### config.mk
export PLATFORM = sky130hd
export DESIGN_NAME = dual_issue_ctrl
export DESIGN_NICKNAME = d
export VERILOG_FILES = /design/src/rtl/issue_pkg.sv /design/src/rtl/issue_scoreboard.sv /design/src/rtl/dual_issue_ctrl.sv
export SDC_FILE = /design/constraint.sdc
export NUM_CORES = 1
export LEC_CHECK = 0
export CELL_PAD_IN_SITES_DETAIL_PLACEMENT = 1
export CELL_PAD_IN_SITES_GLOBAL_PLACEMENT = 2
export CORE_ASPECT_RATIO = 1.1
export CORE_MARGIN = 3
export CORE_UTILIZATION = 37
export DETAILED_ROUTE_END_ITERATION = 7
export PLACE_DENSITY_LB_ADDON = 0.1
export SETUP_SLACK_MARGIN = 0.05
export SLEW_MARGIN = 5
export SYNTH_ARGS = -nofsm -noshare
export SYNTH_HDL_FRONTEND = slang
export SYNTH_SLANG_ARGS = --single-unit
### constraint.sdc
create_clock -name clk -period 11.95 [get_ports clk]
set_input_delay 2.39 -clock clk [delete_from_list [all_inputs] [get_ports clk]]
set_output_delay 2.39 -clock clk [all_outputs]
set_load 0.01 [all_outputs]
### src/rtl/issue_pkg.sv
// Shared types and instruction-class helpers for the dual-issue stage.
package issue_pkg;

  localparam int unsigned NREG = 16;
  localparam int unsigned OPW  = 4;
  localparam int unsigned RW   = 4;
  localparam int unsigned IMW  = 5;

  localparam logic [OPW-1:0] OP_NOP    = 4'h0;
  localparam logic [OPW-1:0] OP_ADDI   = 4'h2;
  localparam logic [OPW-1:0] OP_LOAD   = 4'hA;
  localparam logic [OPW-1:0] OP_STORE  = 4'hB;
  localparam logic [OPW-1:0] OP_BRANCH = 4'hC;

  typedef struct packed {
    logic [OPW-1:0] op;
    logic [RW-1:0]  des;
    logic [RW-1:0]  s1;
    logic [RW-1:0]  s2;
    logic [IMW-1:0] ime;
  } instr_t;

  function automatic logic writes_rd(instr_t i);
    return !(i.op inside {OP_NOP, OP_STORE, OP_BRANCH}) && (i.des != '0);
  endfunction

  function automatic logic reads_s2(instr_t i);
    return !(i.op inside {OP_ADDI, OP_LOAD});
  endfunction

  function automatic logic is_mem(instr_t i);
    return i.op inside {OP_LOAD, OP_STORE};
  endfunction

  function automatic logic operands_ready(instr_t i, logic [NREG-1:0] busy);
    return !busy[i.s1] && !(reads_s2(i) && busy[i.s2]) && !(writes_rd(i) && busy[i.des]);
  endfunction

  // Younger instruction may not pair with the older one it depends on or shares the mem port with.
  function automatic logic pair_hazard(instr_t o, instr_t y);
    return (writes_rd(o) && ((y.s1 == o.des) || (reads_s2(y) && (y.s2 == o.des)) ||
                             (y.des == o.des))) ||
           (is_mem(o) && is_mem(y));
  endfunction

endpackage

### src/rtl/issue_scoreboard.sv
// Register busy scoreboard: two issue-time set ports, two writeback clear ports.
module issue_scoreboard
  import issue_pkg::*;
(
  input  logic            clk,
  input  logic            rst,
  input  logic            set0_en_i,
  input  logic [RW-1:0]   set0_reg_i,
  input  logic            set1_en_i,
  input  logic [RW-1:0]   set1_reg_i,
  input  logic            clr0_en_i,
  input  logic [RW-1:0]   clr0_reg_i,
  input  logic            clr1_en_i,
  input  logic [RW-1:0]   clr1_reg_i,
  output logic [NREG-1:0] busy_eff_o
);

  logic [NREG-1:0] busy_q, busy_d;
  logic [NREG-1:0] set_mask, clr_mask;

  always_comb begin
    set_mask = '0;
    clr_mask = '0;
    if (set0_en_i) set_mask[set0_reg_i] = 1'b1;
    if (set1_en_i) set_mask[set1_reg_i] = 1'b1;
    if (clr0_en_i) clr_mask[clr0_reg_i] = 1'b1;
    if (clr1_en_i) clr_mask[clr1_reg_i] = 1'b1;
    busy_eff_o = busy_q & ~clr_mask;
    // Set is applied after clear so a same-edge set wins; R0 never tracks.
    busy_d     = busy_eff_o | set_mask;
    busy_d[0]  = 1'b0;
  end

  always_ff @(posedge clk or posedge rst) begin
    if (rst) begin
      busy_q <= '0;
    end else begin
      busy_q <= busy_d;
    end
  end

endmodule

### src/rtl/dual_issue_ctrl.sv
// In-order dual-issue stage: holds a decoded pair and issues 0-2 instructions per cycle.
module dual_issue_ctrl
  import issue_pkg::*;
(
  input  logic           clk,
  input  logic           rst,
  input  logic           in_valid,
  output logic           in_ready,
  input  logic [OPW-1:0] ins_1_op,
  input  logic [RW-1:0]  ins_1_des,
  input  logic [RW-1:0]  ins_1_s1,
  input  logic [RW-1:0]  ins_1_s2,
  input  logic [IMW-1:0] ins_1_ime,
  input  logic [OPW-1:0] ins_2_op,
  input  logic [RW-1:0]  ins_2_des,
  input  logic [RW-1:0]  ins_2_s1,
  input  logic [RW-1:0]  ins_2_s2,
  input  logic [IMW-1:0] ins_2_ime,
  input  logic           wb0_valid,
  input  logic [RW-1:0]  wb0_reg,
  input  logic           wb1_valid,
  input  logic [RW-1:0]  wb1_reg,
  input  logic           iss_stall,
  output logic           iss0_valid,
  output logic [OPW-1:0] iss0_op,
  output logic [RW-1:0]  iss0_des,
  output logic [RW-1:0]  iss0_s1,
  output logic [RW-1:0]  iss0_s2,
  output logic [IMW-1:0] iss0_ime,
  output logic           iss1_valid,
  output logic [OPW-1:0] iss1_op,
  output logic [RW-1:0]  iss1_des,
  output logic [RW-1:0]  iss1_s1,
  output logic [RW-1:0]  iss1_s2,
  output logic [IMW-1:0] iss1_ime
);

  instr_t ins_1, ins_2;
  instr_t a_q, a_d, b_q, b_d;
  logic   a_v_q, a_v_d, b_v_q, b_v_d;
  instr_t iss0_q, iss0_d, iss1_q, iss1_d;
  logic   iss0_v_q, iss0_v_d, iss1_v_q, iss1_v_d;

  logic [NREG-1:0] busy_eff;
  logic            a_iss, b_iss, accept;

  assign ins_1 = '{op: ins_1_op, des: ins_1_des, s1: ins_1_s1, s2: ins_1_s2, ime: ins_1_ime};
  assign ins_2 = '{op: ins_2_op, des: ins_2_des, s1: ins_2_s1, s2: ins_2_s2, ime: ins_2_ime};

  issue_scoreboard u_scoreboard (
    .clk       (clk),
    .rst       (rst),
    .set0_en_i (a_iss & writes_rd(a_q)),
    .set0_reg_i(a_q.des),
    .set1_en_i (b_iss & writes_rd(b_q)),
    .set1_reg_i(b_q.des),
    .clr0_en_i (wb0_valid),
    .clr0_reg_i(wb0_reg),
    .clr1_en_i (wb1_valid),
    .clr1_reg_i(wb1_reg),
    .busy_eff_o(busy_eff)
  );

  always_comb begin
    a_iss = a_v_q & ~iss_stall & operands_ready(a_q, busy_eff);
    b_iss = b_v_q & ~iss_stall & operands_ready(b_q, busy_eff) &
            (a_v_q ? (a_iss & ~pair_hazard(a_q, b_q)) : 1'b1);
    in_ready = ~rst & (~a_v_q | a_iss) & (~b_v_q | b_iss);
    accept   = in_valid & in_ready;

    a_d   = a_q;
    b_d   = b_q;
    a_v_d = a_v_q & ~a_iss;
    b_v_d = b_v_q & ~b_iss;
    if (accept) begin
      a_d   = ins_1;
      a_v_d = (ins_1.op != OP_NOP);
      b_d   = ins_2;
      b_v_d = (ins_2.op != OP_NOP);
    end
    // Keep the oldest pending instruction in slot A.
    if (!a_v_d && b_v_d) begin
      a_d   = b_d;
      a_v_d = 1'b1;
      b_v_d = 1'b0;
    end

    iss0_v_d = a_iss | b_iss;
    iss1_v_d = a_iss & b_iss;
    iss0_d   = iss0_q;
    iss1_d   = iss1_q;
    if (a_iss) begin
      iss0_d = a_q;
    end else if (b_iss) begin
      iss0_d = b_q;
    end
    if (a_iss && b_iss) iss1_d = b_q;
  end

  always_ff @(posedge clk or posedge rst) begin
    if (rst) begin
      a_q      <= '0;
      b_q      <= '0;
      a_v_q    <= 1'b0;
      b_v_q    <= 1'b0;
      iss0_q   <= '0;
      iss1_q   <= '0;
      iss0_v_q <= 1'b0;
      iss1_v_q <= 1'b0;
    end else begin
      a_q      <= a_d;
      b_q      <= b_d;
      a_v_q    <= a_v_d;
      b_v_q    <= b_v_d;
      iss0_q   <= iss0_d;
      iss1_q   <= iss1_d;
      iss0_v_q <= iss0_v_d;
      iss1_v_q <= iss1_v_d;
    end
  end

  assign iss0_valid = iss0_v_q;
  assign iss0_op    = iss0_q.op;
  assign iss0_des   = iss0_q.des;
  assign iss0_s1    = iss0_q.s1;
  assign iss0_s2    = iss0_q.s2;
  assign iss0_ime   = iss0_q.ime;
  assign iss1_valid = iss1_v_q;
  assign iss1_op    = iss1_q.op;
  assign iss1_des   = iss1_q.des;
  assign iss1_s1    = iss1_q.s1;
  assign iss1_s2    = iss1_q.s2;
  assign iss1_ime   = iss1_q.ime;

endmodule

### Yosys cells after proc, flatten, opt, wreduce, memory -nomap -nowiden

Index checks and enable logic that the tools add are counted.
W data, S select, Z words.

* register bits: 103
* input bits: 56
* output and inout port bits: 45
* logic and storage cells: 158

* order comparisons: 12
* equal/unequal tests: 11
* muxes and demuxes: 34
* bitwise operators: 29
* reductions and logical operators: 47

Operator list (count)
* $mux W21: 5
* $mux W16: 4
* $or A16 B16 Y16: 3
* $lt A4 B5 Y1 const B: 8
* $bmux W1 S4: 6
* $eq A4 B4 Y1 const B: 6
* $logic_and A1 B1 Y1: 19
* $and A16 B16 Y16: 1
* $demux W1 S4: 4
* $ge A4 B1 Y1 const B: 4
* $not A16 Y16: 1
* $reduce_bool A4 Y1: 4
* $mux W1: 15
* $and A1 B1 Y1: 14
* $eq A4 B4 Y1: 3
* $reduce_bool A2 Y1: 6
* $logic_not A1 Y1: 11
* $eq A4 B2 Y1 const B: 2
* $logic_not A4 Y1: 2
* $not A1 Y1: 7
* $reduce_bool A3 Y1: 2
* $logic_or A1 B1 Y1: 3
* $or A1 B1 Y1: 3

### Logic depth before layout (Yosys ltp)

* depth in word-level cells: 26
* gate-level depth with buffers: 12
* depth with buffers taken out: 9

### By module

A second synthesis with hierarchy kept.

* cells, all modules: 537
* area total of the unflattened synthesis: 5894.4 um^2

By module, submodules not included
* dual_issue_ctrl: times used 1, cells an instance 426, area each 4922.2 um^2, seq. area each 2202.1 um^2
* issue_scoreboard: times used 1, cells an instance 111, area each 972.2 um^2, seq. area each 375.4 um^2

### Worst setup path before layout

OpenSTA, ideal clock, no wires.

* path type: input port to output port
* from: input port wb0_valid
* to: output port in_ready
* data arrival time: 5005 ps
* data required time: 9560 ps
* path slack: 4555 ps
* cell stages on the path: 10
* buffers on the path: 2
* cells stage by stage: buf_2 or3b_1 o221ai_2 mux2_2 o22ai_1 or4_1 a311o_1 nand2_1 buf_2 nor3b_1

* longest elaborated chain between the ends: 17
* elaborated cells on any way between the ends: 40
* classes of those cells: mux (15); bitwise (11); reduce/logical (14)

RTL lines
* start: declaration: RTL line dual_issue_ctrl.sv:19 `input logic wb0_valid,`
* $mux W16 (*): RTL line issue_scoreboard.sv:26 `if (clr0_en_i) clr_mask[clr0_reg_i] = 1'b1;`
* $or A16 B16 Y16 (no source line)
* $mux W16 (*): RTL line issue_scoreboard.sv:27 `if (clr1_en_i) clr_mask[clr1_reg_i] = 1'b1;`
* $not A16 Y16 (*): RTL line issue_scoreboard.sv:28 `busy_eff_o = busy_q & ~clr_mask;`
* $and A16 B16 Y16 (*): RTL line issue_scoreboard.sv:28
* $bmux W1 S4: RTL line issue_pkg.sv:36 `return !busy[i.s1] && !(reads_s2(i) && busy[i.s2]) && !(writes_rd(i) && busy[i.des]);`
* $mux W1 (implied by the code): RTL line issue_pkg.sv:36
* $logic_and A1 B1 Y1: RTL line issue_pkg.sv:36
* $logic_not A1 Y1: RTL line issue_pkg.sv:36
* $logic_and A1 B1 Y1 (2 in series): RTL line issue_pkg.sv:36
* $and A1 B1 Y1: RTL line dual_issue_ctrl.sv:65 `a_iss = a_v_q & ~iss_stall & operands_ready(a_q, busy_eff);`
* $and A1 B1 Y1: RTL line dual_issue_ctrl.sv:67 `(a_v_q ? (a_iss & ~pair_hazard(a_q, b_q)) : 1'b1);`
* $mux W1: RTL line dual_issue_ctrl.sv:67
* $and A1 B1 Y1: RTL line dual_issue_ctrl.sv:66 `b_iss = b_v_q & ~iss_stall & operands_ready(b_q, busy_eff) &`
* $or A1 B1 Y1: RTL line dual_issue_ctrl.sv:68 `in_ready = ~rst & (~a_v_q | a_iss) & (~b_v_q | b_iss);`
* $and A1 B1 Y1 (*): RTL line dual_issue_ctrl.sv:68
* end: declaration: RTL line dual_issue_ctrl.sv:8 `output logic in_ready,`

Every way passes the cells marked *; elsewhere a longest branch is shown, timed or not. The select of a mux whose other input is x is not followed.

### Worst setup path after layout

* from: input port wb1_reg[2]
* to: output port in_ready

* longest elaborated chain between the ends: 20
* elaborated cells on any way between the ends: 44
* classes of those cells: order compare (2); mux (16); bitwise (11); reduce/logical (15)

RTL lines
* start: declaration: RTL line dual_issue_ctrl.sv:22 `input logic [RW-1:0] wb1_reg,`
* $lt A4 B5 Y1 (implied by the code) / $ge A4 B1 Y1 (equally long branches): RTL line issue_scoreboard.sv:27
* $logic_and A1 B1 Y1 (implied by the code): RTL line issue_scoreboard.sv:27
* $mux W1 (implied by the code): RTL line issue_scoreboard.sv:27
* $demux W1 S4 (*)
* $or A16 B16 Y16 (no source line) (*)
* $mux W16 (*): RTL line issue_scoreboard.sv:27
* $not A16 Y16 (*): RTL line issue_scoreboard.sv:28
* $and A16 B16 Y16 (*): RTL line issue_scoreboard.sv:28
* [3 not listed]
* $logic_not A1 Y1: RTL line issue_pkg.sv:36
* $logic_and A1 B1 Y1 (2 in series): RTL line issue_pkg.sv:36
* $and A1 B1 Y1: RTL line dual_issue_ctrl.sv:65
* $and A1 B1 Y1: RTL line dual_issue_ctrl.sv:67
* $mux W1: RTL line dual_issue_ctrl.sv:67
* $and A1 B1 Y1: RTL line dual_issue_ctrl.sv:66
* $or A1 B1 Y1: RTL line dual_issue_ctrl.sv:68
* $and A1 B1 Y1 (*): RTL line dual_issue_ctrl.sv:68

Marked as above.

==> flow_metrics.py <==
metrics = {
    "sta": {
        "maxSlewHeadroom": 0.328,
        "worstMarginPinSlew_ns": 1.01,
        "clock_skew_ns": 0.0121,
        "clock.fmax_mhz": 112,
        "finalCriticalPeriod_ns": 8.91,
        "rsz0062_at_grt": "no",
        "slew_violations": 0,
        "hold_viol": 0,
        "finalSetupTns_ns": 0,
        "setup_violations": 0,
        "fin_crit_sh": 0.746,
    },
    "pwr": {
        "p_sw_frac": 0.448,
        "ir_drop_uv": 111,
        "p_clk_frac": 0.153,
        "leakage_nw": 3.04,
        "p_per_area_nw_per_um2": 277,
        "switching_power_uw": 950,
        "pwr-share-seq": 0.350,
        "power_frac_comb": 0.497,
        "internal_power_mw": 1.17,
    },
    "clocking": {
        "clockBufferDepth": 2,
        "h-tree-depth": 3,
        "clockRootBuffer": "clkbuf_16",
        "hold_buffers": 0,
        "clk_latency_ns": 0.35,
        "clk_pin_slew_ns": 0.07,
        "numClockSinks": 103,
        "numCtsBuffers": 9,
        "postCtsSetupBuffers": 0,
        "post_cts_resized": 0,
        "cts_tree": "built",
    },
    "placement": {
        "numPlacedInstances": 889,
        "dp.final_hpwl_mm": 17.1,
        "place.gp.congestion": 0.885,
        "numPortBuffers": 100,
    },
    "synth": {
        "synth_top_cell_area_share": 0.418,
        "synth-edff-count": 0,
        "ys_types": 62,
        "synth_area_leaders": "dfrtp_1, mux2_2, o221ai_1",
        "netlist_area_um2": 6170,
        "synthCells": 619,
        "syn_area_per_cell_um2": 9.96,
        "async_flop_share": 1.00,
        "yosysTopAreaCell": "dfrtp_1",
        "ys_ff_latch": 103,
        "ys_seq_area_frac": 0.418,
        "ys_top_cells_by_count": "dfrtp_1, nand2_1, o221ai_1, nand3_1",
        "syn-num-nets": 675,
        "synth_most_common_cell": "dfrtp_1",
        "synth_flop_cell": "dfrtp_1",
        "ys_warn_count": 0,
    },
    "min_path": {
        "hold_class": "flip-flop to flip-flop",
        "hold_depth": 2,
    },
    "routing": {
        "drt-initial-drc-count": 332,
        "totalWireLength_mm": 23.1,
        "drt-wirelength-per-cell_um": 25.6,
        "vias": 5676,
        "drc_errors": 0,
        "dr.pass1.iters": 7,
        "viasPerCell": 6.27,
        "drtAntennaViolNets": 0,
    },
    "final_layout": {
        "diodes": 0,
        "fill_cells": 1750,
        "drive_gt1_frac": 0.101,
        "nets": 756,
        "syn_to_final_growth_pct": 24.2,
        "multi_input_area_um2": 3290,
        "seqCellArea_um2": 2580,
        "final_cell_count_no_fill": 905,
    },
    "outcome": {
        "status": "complete, no violations",
    },
    "floorplan": {
        "die-width_um": 129,
        "start_util": 0.385,
        "ios": 101,
        "die_h_um": 141,
        "dieArea_um2": 18300,
        "coreArea_um2": 16000,
        "rows": 48,
    },
    "setup_path": {
        "rr_worst_depth": 9,
        "cp-start-kind": "primary input",
        "worstPathArrival_ns": 6.52,
        "end_kind": "output pin",
        "setup.worst_path.class": "primary input to output pin",
        "cp.required_ns": 9.56,
        "worst-path-max-fanout": 24,
    },
    "global_route": {
        "grt_usage": 0.256,
        "grt_max_degree": 55,
        "antenna_found_initial": 0,
        "grt_overflow": 0,
        "grt_pass1_vias": 6079,
        "grt_pass1_wl_mm": 36.0,
    },
    "run": {
        "cap_violations": 0,
    },
}
## area by class of cell
class | count | share of cell area
flip-flops and latches | 103 | 0.337
inverters | 32 | 0.0160
clock buffers | 12 | 0.0322
repair buffers | 112 | 0.142
clock inverters | 4 | 0.00997
multi-input cells | 442 | 0.430
well taps | 200 | 0.0327
## worst max-delay path: stages
cell	delay [ns]
clkdlybuf4s50_1	0.45
nand3b_1	0.38
o221ai_1	0.88
mux2_2	0.30
o211ai_1	0.08
a2111o_1	0.40
a311o_1	0.40
nand2_1	0.12
buf_4	0.32
nor3b_1	0.22
clkdlybuf4s50_1	0.56
## power groups by stage
stage	sequential (mW)	combinational, mW	clock (mW)
6_report	0.742	1.06	0.324
5_1_grt	0.769	1.15	0.346
4_1_cts	0.740	1.06	0.330
3_5_place_dp	0.745	1.05	0
3_3_place_gp	0.739	1.03	0
2_1_floorplan	0.633	0.700	0
## worst paths after layout
kind	startpoint	end	slack, ns
max	wb1_reg[2]	in_ready	3.04
min	a_q[1]	iss0_ime[1]	0.49
max reg2reg	a_q[15]	iss1_des[2]	7.79
min reg2reg	a_q[1]	iss0_ime[1]	0.49
max in group asynchronous	rst	iss0_s2[0]	8.29
min in group asynchronous	rst	iss0_op[0]	2.53
## layer usage
metal / global-route usage / part of all wire / wire [um]
met5: 0 / 0 / 0
met4: 0.0813 / 0.024 / 554
met3: 0.0328 / 0.047 / 1090
met2: 0.422 / 0.48 / 11200
met1: 0.349 / 0.45 / 10300
## cell usage in the layout, fill, tap and decap left out, types with 24 or more instances in the layout
cell type        netlist  layout
nand2_1               43      43
dfrtp_1              103     103
clkdlybuf4s50_1        0     100
o22a_1                24      24
nor2_1                30      28
nand3_1               32      32
mux2i_1               27      27
inv_1                 30      29
mux2_2                28      28
o221ai_1              33      33
## registers in the layout, summed over array words and instances (netlist names)
name / cells
a_q: 21
b_q: 21
u_scoreboard.busy_q: 15
iss0_ime: 5
iss1_ime: 5
iss0_des: 4
iss0_op: 4
iss0_s1: 4
iss0_s2: 4
iss1_des: 4
iss1_op: 4
iss1_s1: 4
iss1_s2: 4
a_v_q: 1
b_v_q: 1
iss0_valid: 1
iss1_valid: 1
## through the flow
stage | instance area (um2) | worst slack [ns] | hold slack (ns) | utilization | power [mW]
after detailed placement | 7340 | 3.09 | 0.476 | 0.457 | 1.79
after global routing | 7660 | 2.89 | 0.519 | 0.478 | 2.26
after global placement | 7340 | 3.19 | 0.462 | 0.457 | 1.77
final | 7660 | 3.04 | 0.485 | 0.478 | 2.12
after CTS | 7660 | 3.07 | 0.492 | 0.478 | 2.13
after floorplan | 6170 | 4.55 | 0.450 | - | 1.33
## logic make-up after synthesis
group,Yosys count,share of synthesized area
xor+xnor,14,0.0199
flops,103,0.418
buf+inv,74,0.0495
simple gates,182,0.149
mux,77,0.141
compound gates,169,0.223
Note: power is estimated with default switching activity, not from simulation.
==> RTL edit 1: new RTL, same flow settings <==
`RW`: 4 -> 3.
--- a/src/rtl/issue_pkg.sv
+++ b/src/rtl/issue_pkg.sv
@@ -4,5 +4,5 @@
   localparam int unsigned NREG = 16;
   localparam int unsigned OPW  = 4;
-  localparam int unsigned RW   = 4;
+  localparam int unsigned RW   = 3;
   localparam int unsigned IMW  = 5;
 
Ports: changed (14 resized); port bits go from 101 to 87. No check against the original RTL was run, so the function may have changed too.
==> RTL edit 1 against the original RTL <==
- total power shrank 25%
- via count shrank 26%
- clock power shrank 9.9%
- sequential cell count shrank 20
- non-clock buffer count shrank 18
- routed wire length shrank 31%
- synthesized area shrank 22%
- worst setup slack gained 0.85 ns
- largest cell class unchanged
- global-route usage shrank 2.9 points
- synthesized cell count shrank 22%
- cell area shrank 21%
==> RTL edit 1: results (changes against the original RTL) <==
Setup path
  • Reg-to-reg slack, setup: 7.86 ns (was 7.79 ns)
  • Family with the most delay on the worst path: buffers and inverters (was compound AO/OA/AOI/OAI gates)
  • FF-to-FF End: b_q[7] (was iss1_des[2])
  • Reg2reg start: a_q[13] (was a_q[15])
  • Data arrival, critical path: 5.68 ns (was 6.52 ns)
  • Slowest stage delay, CP: 0.60 ns (was 0.88 ns)
  • Slowest CP cell: or4bb_1 (was o221ai_1)

Route
  • Via count: 4218 (was 5676)
  • First-pass iteration count of the detailed router: 4 (was 7)
  • Met3 routed WL: 545 um (was 1090 um)
  • DRT iter0 DRCs: 259 (was 332)
  • DRT met1 WL: 7110 um (was 10300 um)

Logic synthesis
  • Synth top cells by count: dfrtp_1 (83), nand2_1 (47), mux2_2 (32) (was dfrtp_1 (103), nand2_1 (43), o221ai_1 (33))
  • Post-Syn Nets: 530 (was 675)
  • Synth Area in Compound Gates: 18.8% (was 22.3%)
  • Sequential-to-total area share from yosys stat: 43.3% (was 41.8%)
  • Post-synthesis cell type count: 63 (was 62)

Placement
  • IO Port Bufs: 86 (was 100)
  • HPWL Detailed: 11200 um (was 17100 um)
  • Gpl congestion: 0.858 (was 0.885)

Power and ir drop
  • Clock-net power: 0.292 mW (was 0.324 mW)
  • Sequential share of power: 37.0% (was 35.0%)
  • Static leakage: 2.38 nW (was 3.04 nW)
  • Max VDD drop: 0.135 mV (was 0.111 mV)
  • Pwr dens: 264 nW/um^2 (was 277 nW/um^2)

Global routing
  • First-pass GRT wire length: 25400 um (was 36000 um)
  • Largest net degree at the start of global routing: 60 (was 55)

Cells and area
  • Largest regs: a_q: 18 flops, b_q: 18 flops, u_scoreboard.busy_q: 7 flops (was a_q: 21 flops, b_q: 21 flops, u_scoreboard.busy_q: 15 flops)
  • Share of cells above drive strength 1: 14.0% (was 10.1%)

Min path
  • Worst hold endpoint: iss1_ime[1] (was iss0_ime[1])
  • Hold path depth: 1 (was 2)

Timing
  • Skew final: 0.00797 ns (was 0.0121 ns)

Status
  • Outcome: finished clean (unchanged)
-- RTL edit 1: final cells by class --
type / instances / area (um^2)
clock buffers: 10 / 229
clock inverters: 6 / 73.8
fillers: 1404 / 6580
inverters: 14 / 53.8
multi-input cells: 349 / 2510
flip-flops and latches: 83 / 2080
well taps: 157 / 196
repair buffers: 94 / 921
-- RTL edit 1: metrics by stage --
stage	utilization (%)	hold WS [ns]	area [um^2]	setup slack (ns)	cells
finish	48.0	0.509	6070	3.88	713
global route	48.0	0.527	6070	3.68	713
CTS	48.0	0.514	6070	3.89	713
detailed placement	45.6	0.499	5760	3.93	697
global placement	45.6	0.489	5760	3.97	697
floorplan	-	0.486	4800	5.36	482
-- RTL edit 1: per-layer routing --
metal | vias up | GRT usage [%]
met5 | - | 0
met4 | 0 | 6.64
met3 | 19 | 3.87
met2 | 90 | 38.3
met1 | 2156 | 29.8
li1 | 1953 | -
==> RTL edit 2: new RTL, same settings <==
Made on the original files. Reset style: synchronous (`rst`), changed in 2 clocked blocks.
--- a/src/rtl/issue_scoreboard.sv
+++ b/src/rtl/issue_scoreboard.sv
@@ -32,5 +32,5 @@
   end
 
-  always_ff @(posedge clk or posedge rst) begin
+  always_ff @(posedge clk) begin
     if (rst) begin
       busy_q <= '0;
--- a/src/rtl/dual_issue_ctrl.sv
+++ b/src/rtl/dual_issue_ctrl.sv
@@ -98,5 +98,5 @@
   end
 
-  always_ff @(posedge clk or posedge rst) begin
+  always_ff @(posedge clk) begin
     if (rst) begin
       a_q      <= '0;
Check against the original RTL: differs if rst is asserted again (counterexample within 4 cycles, from zero or initial values and one cycle with rst high); with rst held inactive, the same outputs for 4 cycles.
==> RTL edit 2 against the original RTL <==
- sequential cell count unchanged
- routed wire length shrank 12%
- cell area down 9.7%
- die area decreased by 8.5%
- synthesized area down 8.9%
- highest routed layer unchanged
- clock skew rose by 0.0015 ns
- largest cell class unchanged
- worst setup slack worse by 0.13 ns
- cell count shrank 2.3%
Power is not compared: it rests on default switching activity, and its combinational part moved more than twofold at a synthesized area within 25%.
==> RTL edit 2: results (changes against the original RTL) <==
Status
  • Outcome: finished clean (unchanged)

Route
  • Drt via density: 5.96 (was 6.27)
  • Routed WL per cell: 23.0 um (was 25.6 um)
  • First-pass iteration count of the detailed router: 4 (was 7)
  • DRT iter0 DRCs: 271 (was 332)

Logic synthesis
  • Synth top cells by count: dfxtp_1 (103), mux2i_1 (96), nor2_1 (96) (was dfrtp_1 (103), nand2_1 (43), o221ai_1 (33))
  • Post-synthesis cell type count: 64 (was 62)
  • Post-Syn Nets: 678 (was 675)
  • Ys async rst share: 0% (was 100%)
  • Synth area leaders: dfxtp_1 (37%), mux2i_1 (17%), nor2_1 (6.4%) (was dfrtp_1 (42%), mux2_2 (5.1%), o221ai_1 (4.7%))
  • Sequential-to-total area share from yosys stat: 36.7% (was 41.8%)
  • Synth top area share: 36.7% (was 41.8%)
  • Synth Warn #: 0 (unchanged)

Placement
  • Dpl ws: 2.94 ns (was 3.09 ns)
  • HPWL Detailed: 14300 um (was 17100 um)
  • Area after DPL: 6620 um^2 (was 7340 um^2)
  • Gpl congestion: 0.875 (was 0.885)

Timing
  • Max Clock Freq: 0.111 GHz (was 0.112 GHz)
  • Skew final: 0.0135 ns (was 0.0121 ns)
  • Worst slew margin: 20.2% (was 32.8%)

Setup path
  • CP Max Fanout: 52 (was 24)
  • Reg-to-reg slack, setup: 7.31 ns (was 7.79 ns)
  • Data arrival, critical path: 6.65 ns (was 6.52 ns)
  • Slowest stage delay, CP: 0.77 ns (was 0.88 ns)

Cells and area
  • Share of cells above drive strength 1: 5.49% (was 10.1%)
  • Fin nets: 743 (was 756)

Clock network
  • Post_cts resized: 0 (unchanged)

Global routing
  • First-pass GRT wire length: 31800 um (was 36000 um)
  • Largest net degree at the start of global routing: 53 (was 55)
  • Vias in the first global route: 5578 (was 6079)
  • Total track usage: 24.9% (was 25.6%)

Power and ir drop
  • Final Power: about 0.80 mW
[RTL edit 2: cell types whose count changed after synthesis, sizes merged, moves of 18 or more]
cell	before	now
dfrtp	103	0
dfxtp	0	103
mux2i	27	96
nor2	30	96
mux2	47	3
o22ai	3	27
inv	30	8
nand3	32	12
o22a	24	4
nand2	43	24
a2bb2oi	18	0
o221ai	34	16
[RTL edit 2: cell type report]
cell class                      count  area, um^2
Clock buffer                       11         253
Clock inverter                      5        47.5
Fill cell                        1701        7700
Inverter                            8        30.0
Multi-Input combinational cell    460        3250
Sequential cell                   103        2060
Tap cell                          192         240
Timing Repair Buffer              105        1030
[RTL edit 2: kinds of logic (layout without fill, tap and decap cells)]
group,count (synthesis),count (layout),synth area share [%]
multiplexers,103,103,19.3
buffers and inverters,59,129,5.57
flip-flops,103,103,36.7
AND/OR/NAND/NOR,215,215,19.4
XOR/XNOR,12,12,1.87
AO/OA/AOI/OAI,130,130,17.2
[RTL edit 2: path summary, 6_finish.rpt]
path,startpoint,end
worst max-delay path,wb1_reg[1],in_ready
worst min-delay path,iss1_op[2],iss1_op[2]
worst max register to register,a_q[14],a_q[18]
worst min register to register,iss1_op[2],iss1_op[2]
[RTL edit 2: layer usage]
metal  share of wire [%]  GRT usage [%]  wire length (um)
met5                   0              0                 0
met4                 2.7           9.42               555
met3                 4.2           3.76               847
met2                  49           41.5              9970
met1                  44           32.4              8950
[RTL edit 2: metrics by stage]
stage,util [%],cells,hold WS [ns]
final,47.3,884,0.497
after global routing,47.3,884,0.524
after CTS,47.3,884,0.502
after detailed placement,45.3,868,0.483
after global placement,45.3,868,0.475
after floorplan,-,622,0.478
[RTL edit 2: worst max-delay path: cells and delay by family]
family,cells,cell delay [ns]
buffers and inverters,2,0.99
and+or+nand+nor,7,1.99
AOI/OAI and AO/OA,3,1.25
